## src/rtl/conv_pkg.sv

```systemverilog
// Shared types, default widths and saturation-bound helpers for the CONV datapath.
package conv_pkg;

  localparam int unsigned ACC_W = 24;
  localparam int unsigned FM_W  = 16;

  typedef enum logic {IDLE, DRAIN} drain_state_t;

  function automatic longint sat_max(input int unsigned width);
    return (longint'(1) << (width - 1)) - longint'(1);
  endfunction

  function automatic longint sat_min(input int unsigned width);
    return -(longint'(1) << (width - 1));
  endfunction

endpackage

```

## src/rtl/requant_sat.sv

```systemverilog
// Combinational requantizer: round-half-up arithmetic right shift, optional ReLU,
// saturation to the output width.
module requant_sat
  import conv_pkg::*;
#(
  parameter int unsigned BITWIDTH_IN  = ACC_W,
  parameter int unsigned BITWIDTH_OUT = FM_W,
  parameter int unsigned SHIFT_W      = 5
) (
  input  logic signed [BITWIDTH_IN-1:0]  x,
  input  logic        [SHIFT_W-1:0]      s,
  input  logic                           relu_en,
  output logic signed [BITWIDTH_OUT-1:0] sat_c
);

  // One guard bit so the rounding add cannot wrap.
  localparam int unsigned EW    = BITWIDTH_IN + 1;
  localparam int unsigned S_MAX = BITWIDTH_IN - 1;
  localparam logic signed [EW-1:0] HI = EW'(sat_max(BITWIDTH_OUT));
  localparam logic signed [EW-1:0] LO = EW'(sat_min(BITWIDTH_OUT));

  int unsigned             sc;
  logic signed [EW-1:0]    rnd;
  logic signed [EW-1:0]    sum;
  logic signed [EW-1:0]    t;

  always_comb begin
    sc    = (32'(s) > S_MAX) ? S_MAX : 32'(s);
    rnd   = (sc == 0) ? '0 : (EW'(1) << (sc - 1));
    sum   = $signed({x[BITWIDTH_IN-1], x}) + rnd;
    t     = sum >>> sc;
    if (relu_en && t[EW-1]) begin
      t = '0;
    end
    if (t > HI) begin
      sat_c = BITWIDTH_OUT'(HI);
    end else if (t < LO) begin
      sat_c = BITWIDTH_OUT'(LO);
    end else begin
      sat_c = BITWIDTH_OUT'(t);
    end
  end

endmodule

```

## src/rtl/psum_drain_requant.sv

```systemverilog
// Captures a finished accumulator vector in one cycle, then streams requantized
// elements out one per valid/ready beat.
module psum_drain_requant
  import conv_pkg::*;
#(
  parameter int unsigned BITWIDTH_IN  = ACC_W,
  parameter int unsigned BITWIDTH_OUT = FM_W,
  parameter int unsigned LENGTH       = 4,
  parameter int unsigned SHIFT_W      = 5
) (
  input  logic                           clk,
  input  logic                           rstn,
  input  logic                           acc_valid,
  input  logic signed [BITWIDTH_IN-1:0]  acc_data [LENGTH],
  input  logic        [SHIFT_W-1:0]      shift,
  input  logic                           relu_en,
  output logic                           acc_ready,
  output logic                           out_valid,
  input  logic                           out_ready,
  output logic signed [BITWIDTH_OUT-1:0] out_data,
  output logic [$clog2(LENGTH)-1:0]      out_idx,
  output logic                           out_last,
  output logic                           drop_err
);

  localparam int unsigned IDX_W = $clog2(LENGTH);

  drain_state_t                   state_q, state_d;
  logic signed [BITWIDTH_IN-1:0]  buf_q [LENGTH];
  logic signed [BITWIDTH_IN-1:0]  buf_d [LENGTH];
  logic        [SHIFT_W-1:0]      shift_q, shift_d;
  logic                           relu_q, relu_d;
  logic        [IDX_W-1:0]        idx_q, idx_d;
  logic                           out_valid_q, out_valid_d;
  logic signed [BITWIDTH_OUT-1:0] out_data_q, out_data_d;
  logic                           out_last_q, out_last_d;
  logic                           drop_err_q, drop_err_d;

  logic        [IDX_W-1:0]        next_idx;
  logic signed [BITWIDTH_IN-1:0]  rq_x;
  logic        [SHIFT_W-1:0]      rq_s;
  logic                           rq_relu;
  logic signed [BITWIDTH_OUT-1:0] rq_y;

  assign next_idx = out_last_q ? '0 : idx_q + IDX_W'(1);

  // Single requantizer: element 0 straight from the input at capture, else the next buffered one.
  always_comb begin
    rq_x    = acc_data[0];
    rq_s    = shift;
    rq_relu = relu_en;
    if (state_q == DRAIN) begin
      rq_x    = buf_q[next_idx];
      rq_s    = shift_q;
      rq_relu = relu_q;
    end
  end

  requant_sat #(
    .BITWIDTH_IN (BITWIDTH_IN),
    .BITWIDTH_OUT(BITWIDTH_OUT),
    .SHIFT_W     (SHIFT_W)
  ) u_requant_sat (
    .x      (rq_x),
    .s      (rq_s),
    .relu_en(rq_relu),
    .sat_c  (rq_y)
  );

  always_comb begin
    state_d     = state_q;
    buf_d       = buf_q;
    shift_d     = shift_q;
    relu_d      = relu_q;
    idx_d       = idx_q;
    out_valid_d = out_valid_q;
    out_data_d  = out_data_q;
    out_last_d  = out_last_q;
    drop_err_d  = drop_err_q;
    case (state_q)
      IDLE: begin
        if (acc_valid) begin
          buf_d       = acc_data;
          shift_d     = shift;
          relu_d      = relu_en;
          idx_d       = '0;
          out_valid_d = 1'b1;
          out_data_d  = rq_y;
          out_last_d  = 1'b0;
          state_d     = DRAIN;
        end
      end
      DRAIN: begin
        if (acc_valid) begin
          drop_err_d = 1'b1;
        end
        if (out_valid_q && out_ready) begin
          if (out_last_q) begin
            out_valid_d = 1'b0;
            state_d     = IDLE;
          end else begin
            idx_d      = next_idx;
            out_data_d = rq_y;
            out_last_d = (next_idx == IDX_W'(LENGTH - 1));
          end
        end
      end
      default: state_d = IDLE;
    endcase
  end

  always_ff @(posedge clk or negedge rstn) begin
    if (!rstn) begin
      state_q     <= IDLE;
      buf_q       <= '{default: '0};
      shift_q     <= '0;
      relu_q      <= 1'b0;
      idx_q       <= '0;
      out_valid_q <= 1'b0;
      out_data_q  <= '0;
      out_last_q  <= 1'b0;
      drop_err_q  <= 1'b0;
    end else begin
      state_q     <= state_d;
      buf_q       <= buf_d;
      shift_q     <= shift_d;
      relu_q      <= relu_d;
      idx_q       <= idx_d;
      out_valid_q <= out_valid_d;
      out_data_q  <= out_data_d;
      out_last_q  <= out_last_d;
      drop_err_q  <= drop_err_d;
    end
  end

  assign acc_ready = (state_q == IDLE);
  assign out_valid = out_valid_q;
  assign out_data  = out_data_q;
  assign out_idx   = idx_q;
  assign out_last  = out_last_q;
  assign drop_err  = drop_err_q;

endmodule

```

## config.mk

```make
export PLATFORM = sky130hd
export DESIGN_NAME = psum_drain_requant
export DESIGN_NICKNAME = d
export VERILOG_FILES = /design/src/rtl/conv_pkg.sv /design/src/rtl/requant_sat.sv /design/src/rtl/psum_drain_requant.sv
export SDC_FILE = /design/constraint.sdc
export NUM_CORES = 1
export LEC_CHECK = 0
export BUFFER_PORTS_ARGS = -buffer_cell sky130_fd_sc_hd__buf_2
export CAP_MARGIN = 20
export CELL_PAD_IN_SITES_DETAIL_PLACEMENT = 1
export CELL_PAD_IN_SITES_GLOBAL_PLACEMENT = 2
export CORE_MARGIN = 4
export CORE_UTILIZATION = 33
export DETAILED_ROUTE_END_ITERATION = 12
export PLACE_DENSITY = 0.84
export SYNTH_ARGS = -nofsm -noshare
export SYNTH_HDL_FRONTEND = slang
export SYNTH_HIERARCHICAL = 1
export SYNTH_SLANG_ARGS = --single-unit
```

## constraint.sdc

```tcl
create_clock -name clk -period 7.05 [get_ports clk]
set_clock_uncertainty 0.2 [all_clocks]
set_input_delay 0.705 -clock clk [delete_from_list [all_inputs] [get_ports clk]]
set_output_delay 0.705 -clock clk [all_outputs]
set_load 0.005 [all_outputs]
```

==> out/results.tsv, run 1 <==
metric	value	unit
dpl hpwl	29300	um
via count	10140	
Max transition margin	25.70	%
CTS root buffer	clkbuf_16	
I/O Buffers	127	
worst hold slack	106.4	ps
CP Class	register to register	
GRT Total Usage	22.71	%
Worst Path Buf+Inv	6	
Hold Vio Cnt, Final	0	
fin crit share	96.99	%
CP required	7180	ps
layer with the highest usage	met2	
Crit path max-delay family	simple AND/OR/NAND/NOR gates	
chip height	181.2	um
pre-CTS setup slack	-174.2	ps
clock buffer depth	2	
Async S/R FF share, synth	100.0	%
Placed Instances	1681	
CP max stage cell	or4_4	
clk sinks	124	
Total Routed Length	38480	um
Area Overhead vs Synth	29.83	%
first-pass GRT wire length	59700	um
H-Tree Depth	4	
DRT Pass-1 Iters	5	
Worst Tran Pin Value	1086	ps
Syn Inst Count	1075	
Synth Area per Inst	9.213	um2
final setup margin	212.4	ps
area leader, netlist	dfrtp_1	
Post-route DRC	0	
routed vias/inst	5.890	
Initial DRC Count	754	
power per cell area	549.6	mW/mm2
met1 Usage GRT	30.44	%
Finish-stage setup viols	0	
Post-Layout Cell Count	1721	
routability congestion estimate	0.9319	
initial core utilization	33.42	%
met3 usage	3.241	%
sequential fraction of the synthesis area	31.33	%
hold crit path type	primary input to asynchronous set/reset pin	
Skew-Pair Late Insertion Delay	440	ps
site row count	63	
Leakage	5.679	nW
Die X	181.2	um
core area	0.02964	mm2
arrival time worst endpoint	6970	ps
outcome	completed	
largest fanout on the critical path	14	
Die ar.	0.03285	mm2
CP endpoint kind	register	
I/O Pins	128	
max-slew violations	0	
syn_nets	1209	
dominant synthesized flop cell	dfrtp_1	
Wirelength per Cell	22.36	um
CP startpoint kind	register	
Synth top area share	31.33	%
number of global-route vias before repair	10400	
hold_buf cts	0	
GRT met2 Usage	38.84	%
Peak supply drop	232.5	uV
antenna violations before repair	1	
Post-synth EDFFs	0	
synthesized area	0.009904	mm2
final core occ	43.38	%
Yosys reg bits	124	
max incr delay on CP	580	ps
synth top area cells	dfrtp_1 (31%), mux2_2 (13%), nor2_1 (3.6%), ha_1 (3.4%), a21oi_1 (3.2%)	
yosys warns	6	
Tmin final	6838	ps
largest net degree at the start of global routing	77	
total congestion overflow	0	
# nets final	1451	
Reg clk slew, reported paths	70	ps
share of cells above drive strength 1	40.53	%
max frequency	146.3	MHz
CTS buffer count	17	
Max Cap Viol	0	
final antenna-violating net count	0	
Synth cell types	87	
CTS tree	done	
-- worst paths after layout --
kind                                from          end  slack, ps  cells after the start
max in group asynchronous           rstn  out_data[7]       5130                      2
worst min-delay path                rstn    buf_q[17]        110                      1
worst min register to register  drop_err     drop_err        260                      1
min in group clk                drop_err     drop_err        260                      1
worst max register to register   state_q  out_data[6]        210                     30
worst max-delay path             state_q  out_data[6]        210                     30
-- cells in the mapped netlist, types with 11 or more instances --
master and number:
dfrtp_1 124, mux2i_1 19, nor2_1 95, a21o_1 18
or3_1 12, o21ai_0 40, o211ai_1 17, nand3_1 13
nor3b_1 26, a21oi_1 64, buf_2 20, o2bb2ai_1 25
nand2_1 72, inv_1 14, a211oi_1 18, o221ai_1 27
mux2_4 11, nor3_1 23, o21a_1 12, and3_1 12
mux2_2 116, ha_1 27, clkbuf_1 46, a2111oi_0 29
-- cell type report --
cell class | count | area (um2)
tap | 390 | 488.0
multi-input combinational | 852 | 6578
inverter | 17 | 63.81
sequential | 124 | 3103
clock inverter | 15 | 178.9
clock buffer | 17 | 425.4
timing repair buffer | 305 | 2019
fill | 3450 | 16780
antenna | 1 | 2.502
-- where the power goes --
part | switching (mW) | leakage [nW] | internal (mW) | total (mW)
Clock | 0.386 | 0.297 | 0.535 | 0.921
Combinational | 2.91 | 3.87 | 2.27 | 5.18
Sequential | 0.0954 | 1.52 | 0.868 | 0.964
-- metrics by stage --
| step | TNS (ps) | area, um2 | power (mW) |
|---|---|---|---|
| after floorplan | 0 | 10060 | 3.817 |
| after global placement | 0 | 12030 | 5.794 |
| after detailed placement | -2063 | 12030 | 5.882 |
| after CTS | 0 | 12630 | 6.856 |
| after global routing | -9.008 | 12860 | 7.522 |
| final | 0 | 12860 | 7.067 |
-- cells by family after synthesis --
family | share of synthesized area, %
AO/OA/AOI/OAI | 25.90
AND/OR/NAND/NOR | 16.01
multiplexers | 17.12
flip-flops | 31.33
buffers and inverters | 4.725
adder cells (fa/ha/maj) | 3.613
XOR/XNOR | 1.314
-- cells in the final DEF (no fill, tap or decap), types with 18 or more instances in the layout --
cell type / instances
a2111oi_0: 26
a21o_1: 18
a21oi_1: 59
buf_2: 126
buf_4: 175
dfrtp_1: 124
ha_1: 22
mux2_2: 116
mux2i_1: 18
nand2_1: 72
nor2_1: 92
nor3_1: 21
nor3b_1: 26
o21ai_0: 38
o221ai_1: 27
o2bb2ai_1: 25
-- per-layer routing --
layer,vias to the layer above,share of wire [%]
met2,308,48
met4,0,1.9
met1,5151,45
met5,-,0
li1,4629,-
met3,49,4.9
-- state kept, by name, indices dropped and copies added (netlist names) --
name / cells
buf_q: 96
out_data: 16
shift_q: 5
out_idx: 2
drop_err: 1
out_last: 1
out_valid: 1
relu_q: 1
state_q: 1
-- timing repair --
item                                    4_1_cts  5_1_grt
buffers inserted                              0        6
gates resized for setup                       0       36
endpoints found under the setup margin        0       15
(Power assumes the default switching activity.)
==> run 2, diff against run 1 <==
--- a/config.mk
+++ b/config.mk
@@ -5,12 +5,13 @@
 export SDC_FILE = /design/constraint.sdc
 export NUM_CORES = 1
 export LEC_CHECK = 0
+export ABC_AREA = 1
 export BUFFER_PORTS_ARGS = -buffer_cell sky130_fd_sc_hd__buf_2
 export CAP_MARGIN = 20
 export CELL_PAD_IN_SITES_DETAIL_PLACEMENT = 1
 export CELL_PAD_IN_SITES_GLOBAL_PLACEMENT = 2
 export CORE_MARGIN = 4
-export CORE_UTILIZATION = 33
+export CORE_UTILIZATION = 28
 export DETAILED_ROUTE_END_ITERATION = 12
 export PLACE_DENSITY = 0.84
 export SYNTH_ARGS = -nofsm -noshare
==> run 2 against run 1 <==
Setup slack better by 430 ps. Clock power fell by 6.3%. Maximum frequency grew 6.7%. Count of clock-buffer cells in the layout did not move. Cell area is 10% lower. Flip-flop and latch count stayed put. First-iteration DRC count down 30%. Wire length is 4.3% lower. Synthesized cell count rose by 57%. Global-route usage decreased by 3.5 points. Cell count is 31% higher. Worst hold slack improved by 53 ps. Largest cell class unchanged.
==> out/results.tsv, run 2 <==
metric	value	unit	change
CP max stage cell	nor4_1		
top-count cell post-synth	nand2_1		
max-slew violations	0		unchanged
dominant synthesized flop cell	dfrtp_1		
Diodes inserted	0		-1
Tmin final	6407	ps	-430.1 ps
yosys warns	6		unchanged
share of cells above drive strength 1	12.63	%	-28 points
Leakage	6.822	nW	+20%
synth cell count leaders	nand2_1 (935), nand3_1 (145), inv_1 (126)		
Clock power frac	53.1	%	+40 points
Area Overhead vs Synth	15.13	%	
largest fanout on the critical path	15		+1
Synth cell types	43		-51%
Async S/R FF share, synth	100.0	%	unchanged
synthesized area	0.01003	mm2	+1.3%
DRT Pass-1 Iters	5		unchanged
Reg power frac	43.8	%	+30 points
Initial DRC Count	526		-30%
Peak supply drop	145.8	uV	-37%
dpl hpwl	28860	um	-1.5%
antenna violations before repair	1		unchanged
I/O Pins	128		unchanged
commonest non-fill, non-tap cell in the layout	nand2_1		
CP startpoint kind	register		
area leader, netlist	nand2_1		
routability congestion estimate	0.9143		-1.9%
syn_nets	1824		+51%
most used cell, CP	nand2_1		
Synth Area per Inst	5.935	um2	-36%
pre-CTS setup slack	297.5	ps	+471.7 ps
Die ar.	0.03891	mm2	+18%
RSZ-0062 raised after global routing	no		
I/O Buffers	127		unchanged
Yosys reg bits	124		unchanged
arrival time worst endpoint	6530	ps	-440 ps
final setup margin	642.5	ps	+430.1 ps
total congestion overflow	0		unchanged
Skew-Pair Late Insertion Delay	430	ps	about the same
number of flip-flops under the largest register name	96		unchanged
Total Routed Length	36810	um	-4.3%
hold crit path type	primary input to asynchronous set/reset pin		
synth top area cells	nand2_1 (35%), dfrtp_1 (31%), nand3_1 (7.2%), inv_1 (4.7%), ha_1 (3.4%)		
# nets final	1919		+32%
GRT Total Usage	19.19	%	-3.5 points
final antenna-violating net count	0		unchanged
Worst Tran Pin Value	1010	ps	-76.03 ps
CTS buffer count	17		unchanged
CP Class	register to register		
clk sinks	124		unchanged
largest net degree at the start of global routing	99		+29%
fin crit share	90.89	%	-6.1 points
Post-synth EDFFs	0		unchanged
number of global-route vias before repair	11370		+9.3%
combinational power share	3.1	%	-70 points
CTS resizes	0		unchanged
first-pass GRT wire length	60400	um	+1.2%
site row count	69		+9.5%
power per cell area	140.8	mW/mm2	-74%
Die X	197.3	um	+8.8%
core area	0.03548	mm2	+20%
Hold Vio Cnt, Final	0		unchanged
Max transition margin	32.65	%	+6.9 points
CP endpoint kind	register		
NetSw	0.3746	mW	-89%
Reg clk slew, reported paths	60	ps	about the same
Wirelength per Cell	16.30	um	-27%
Finish-stage setup viols	0		unchanged
Post-route DRC	0		unchanged
routed vias/inst	4.786		-19%
outcome	completed		
Sw Share	23.05	%	-25 points
CP required	7170	ps	about the same
Sum Neg Setup Slack	0	ps	unchanged
Post-CTS Setup Inserts	0		unchanged
CTS root buffer	clkbuf_16		
chip height	197.3	um	+8.8%
register bank with the most flops	buf_q		
initial core utilization	28.27	%	-5.2 points
CTS tree	done		
Pint	1.251	mW	-66%
worst hold slack	159.0	ps	+52.62 ps
Synth top area share	34.99	%	+3.7 points
most frequent cells in the layout	nand2_1 (935), nand3_1 (145), inv_1 (126), buf_2 (126), dfrtp_1 (123)		
hold_buf cts	0		unchanged
Max Cap Viol	0		unchanged
H-Tree Depth	4		unchanged
clock buffer depth	2		unchanged
Syn Inst Count	1690		+57%
sequential fraction of the synthesis area	30.94	%	-0.39 points
via count	10810		+6.6%
max frequency	156.1	MHz	+6.7%
max incr delay on CP	610	ps	+30 ps
[run 2: changes by cell type in the layout (fill, tap and decap cells not counted), moves of 27 or more]
cell	before	now
inv_1	12	126
nand2_1	72	935
a21oi_1	59	29
buf_4	175	17
nand3_1	13	145
mux2_2	116	0
o221ai_1	27	0
[run 2: power by group through the flow]
stage          registers, mW  clock network, mW  logic, mW
2_1_floorplan          0.725                  0   0.000796
3_3_place_gp           0.725                  0     0.0515
3_5_place_dp           0.725                  0     0.0521
4_1_cts                0.712              0.888     0.0524
5_1_grt                0.711              0.920     0.0572
6_report               0.712              0.863     0.0507
[run 2: final timing paths]
path,start,end,slack (ps),cells after the start
max in group asynchronous,rstn,buf_q[71],5110,2
min in group clk,drop_err,drop_err,250,1
worst min register to register,drop_err,drop_err,250,1
worst max-delay path,state_q,out_data[0],640,33
worst max register to register,state_q,out_data[0],640,33
worst min-delay path,rstn,out_data[12],160,1
[run 2: critical path: cells and delay by family (launching register included)]
family / cells / cell delay, ps
and+or+nand+nor: 21 / 3090
buffers and inverters: 5 / 550
DFF: 1 / 490
AOI/OAI and AO/OA: 4 / 890
adders and majority gates: 3 / 1030
[run 2: final cells by class]
type                            count  area, um2
Multi-Input combinational cell   1357       5989
Clock buffer                       17      425.4
Sequential cell                   124       3104
Timing Repair Buffer              143      758.2
Inverter                          142      546.8
Tap cell                          461      576.8
Fill cell                        4712      23940
Clock inverter                     14      146.4
[run 2: cells by family (layout without fill, tap and decap cells)]
kind of cell / count (synthesis) / count (layout) / synth area share (%)
xor+xnor: 6 / 6 / 0.7111
fa+ha+maj: 28 / 28 / 3.568
buf+inv: 209 / 316 / 9.394
compound gates: 93 / 93 / 5.053
flops: 124 / 124 / 30.94
simple gates: 1230 / 1230 / 50.34
[run 2: routing by layer]
layer	wire, um	vias up	global-route usage, %	part of all wire (%)
met4	557	2	4.622	1.5
met2	17540	175	32.34	48
met5	13	-	0	0.035
met1	17620	5164	26.13	48
met3	1085	32	2.678	2.9
li1	-	5434	-	-
[run 2: through the flow]
step / util [%] / power (mW) / cells / instance area, um2
after floorplan: - / 0.7257 / 1690 / 10030
after CTS: 32.54 / 1.652 / 2258 / 11550
after global placement: 30.93 / 0.7762 / 2227 / 10970
final: 32.54 / 1.626 / 2258 / 11550
after global routing: 32.54 / 1.689 / 2258 / 11550
after detailed placement: 30.93 / 0.7768 / 2227 / 10970
==> run 3, diff against run 2 <==
--- a/config.mk
+++ b/config.mk
@@ -6,14 +6,14 @@
 export NUM_CORES = 1
 export LEC_CHECK = 0
 export ABC_AREA = 1
-export BUFFER_PORTS_ARGS = -buffer_cell sky130_fd_sc_hd__buf_2
 export CAP_MARGIN = 20
 export CELL_PAD_IN_SITES_DETAIL_PLACEMENT = 1
 export CELL_PAD_IN_SITES_GLOBAL_PLACEMENT = 2
 export CORE_MARGIN = 4
-export CORE_UTILIZATION = 28
+export CORE_UTILIZATION = 31
 export DETAILED_ROUTE_END_ITERATION = 12
-export PLACE_DENSITY = 0.84
+export DONT_BUFFER_PORTS = 1
+export PLACE_DENSITY = 0.85
 export SYNTH_ARGS = -nofsm -noshare
 export SYNTH_HDL_FRONTEND = slang
 export SYNTH_HIERARCHICAL = 1
==> run 3 against run 2 <==
The flow now finishes with violations (hold timing). Cell area decreased by 5.4%. Global-route usage is 2.0 points higher. Register-to-register slack better by 20 ps. Setup slack improved by 23 ps. Non-clock buffer count decreased by 127. Sequential share of layout area up 1.5 points. Clock power increased by 7.0%. Flip-flop and latch count unchanged. Worst hold slack worse by 170 ps. Critical path type unchanged.
==> out/results.tsv, run 3 (synthesis results as in run 2) <==
metric	value	unit	change
# nets final	1792		-6.6%
dpl hpwl	28700	um	-0.57%
total congestion overflow	0		unchanged
Worst Tran Pin Value	1060	ps	+49.52 ps
Post-Layout Cell Count	2072		-8.2%
site row count	65		-5.8%
Hold Vio Cnt, Final	1		+1
final instance area	0.01092	mm2	-5.4%
via count	10430		-3.5%
most used cell, CP	nand2_1		
Reg clk slew, reported paths	60	ps	about the same
clock buffer depth	2		unchanged
number of flip-flops under the largest register name	96		unchanged
routability congestion estimate	1.024		+12%
CTS tree	done		
Area Overhead vs Synth	8.858	%	
Post-CTS Setup Inserts	0		unchanged
final antenna-violating net count	0		unchanged
met3 usage	3.239	%	+0.56 points
CTS buffer count	17		unchanged
Diodes inserted	0		unchanged
Initial DRC Count	556		+5.7%
initial core utilization	31.62	%	+3.4 points
routed vias/inst	5.033		+5.2%
placement-stage cell area	0.01025	mm2	-6.6%
Max transition margin	29.34	%	-3.3 points
Sum Neg Setup Slack	0	ps	unchanged
Wirelength per Cell	17.81	um	+9.3%
Worst Path Buf+Inv	7		+2
core area	0.03172	mm2	-11%
violated checks	hold timing		
GRT met2 Usage	36.02	%	+3.7 points
Die X	187.9	um	-4.8%
Post-route DRC	0		unchanged
largest net degree at the start of global routing	125		+26%
Reg2Reg Setup Slack	670	ps	+20 ps
met1 Usage GRT	28.55	%	+2.4 points
Total Routed Length	36910	um	+0.26%
Max Cap Viol	0		unchanged
DRT Pass-1 Iters	5		unchanged
chip height	187.9	um	-4.8%
first-pass GRT wire length	60420	um	about the same
hold crit path type	primary input to asynchronous set/reset pin		
largest fanout on the critical path	15		unchanged
RSZ-0062 raised after global routing	no		
Die ar.	0.03530	mm2	-9.3%
CP endpoint kind	register		
commonest non-fill, non-tap cell in the layout	nand2_1		
most frequent cells in the layout	nand2_1 (935), nand3_1 (145), inv_1 (126)		
fin crit share	90.56	%	-0.32 points
outcome	complete, but fails checks		
CP startpoint kind	register		
Leakage	6.317	nW	-7.4%
power per cell area	151.3	mW/mm2	+7.5%
layer with the highest usage	met2		
Crit path max-delay family	simple AND/OR/NAND/NOR gates		
CP max stage cell	dfrtp_2		
antenna violations before repair	0		-1
arrival time worst endpoint	6490	ps	-40 ps
I/O Pins	128		unchanged
total power	1.651	mW	+1.6%
register bank with the most flops	buf_q		
CP required	7160	ps	about the same
Skew-Pair Late Insertion Delay	430	ps	about the same
Peak supply drop	165.5	uV	+13%
Tmin final	6385	ps	-22.71 ps
max frequency	156.6	MHz	+0.36%
number of global-route vias before repair	11050		-2.8%
max incr delay on CP	480	ps	-130 ps
share of cells above drive strength 1	6.108	%	-6.5 points
H-Tree Depth	4		unchanged
clk sinks	124		unchanged
worst hold slack	-6.711	ps	-165.7 ps
I/O Buffers	0		-100%
GRT Total Usage	21.15	%	+2.0 points
Finish-stage setup viols	0		unchanged
CP Class	register to register		
CTS root buffer	clkbuf_16		
Placed Instances	2040		-8.4%
max-slew violations	0		unchanged
run 3: worst reg2reg max path, delay by kind of cell, from the launching register on:
family	cells	cell delay, ps
buffers and inverters	7	700
adders and majority gates	4	1100
and+or+nand+nor	28	3520
DFF	1	480
AOI/OAI and AO/OA	1	240
run 3: power by group:
| group | internal [mW] | switching, mW | total [mW] |
|---|---|---|---|
| Clock | 0.592 | 0.331 | 0.923 |
| Sequential | 0.712 | 0.0000000000000000196 | 0.712 |
| Combinational | 0.00190 | 0.0145 | 0.0164 |
| Total | 1.31 | 0.345 | 1.65 |
run 3: layer usage:
| layer | wire [um] | share of wire, % |
|---|---|---|
| met5 | 0 | 0 |
| met4 | 437 | 1.2 |
| met3 | 1498 | 4.1 |
| met2 | 17660 | 48 |
| met1 | 17310 | 47 |
run 3: repair_timing:
| action | CTS | global route |
|---|---|---|
| endpoints found under the setup margin | 0 | 15 |
| resized for setup | 0 | 6 |
| hold endpoints to repair | 124 | 0 |
| hold buffers | 1 | 0 |
run 3: stage by stage:
step	setup slack, ps	utilization (%)	hold slack, ps
3_5_place_dp	288.5	32.33	213.5
5_1_grt	16.82	34.42	74.41
4_1_cts	422.2	34.37	67.65
6_report	665.2	34.42	-6.711
2_1_floorplan	887.7	-	209.4
3_3_place_gp	422.2	32.33	214.0
run 3: area by class of cell:
class	count	area (um2)
clock buffers	22	484.2
clock inverters	9	135.1
fillers	4208	20800
inverters	142	546.8
multi-input cells	1357	6005
flip-flops and latches	124	3104
well taps	402	503.0
repair buffers	16	140.1
run 3: path summary, 6_finish.rpt:
path / startpoint / to / depth (start not counted)
worst min register to register: buf_q[74] / buf_q[74] / 2
min in group clk: acc_data[55] / buf_q[55] / 2
worst max-delay path: state_q / out_data[0] / 40
worst min-delay path: rstn / buf_q[10] / 1
max in group asynchronous: rstn / state_q / 1
worst max register to register: state_q / out_data[0] / 40
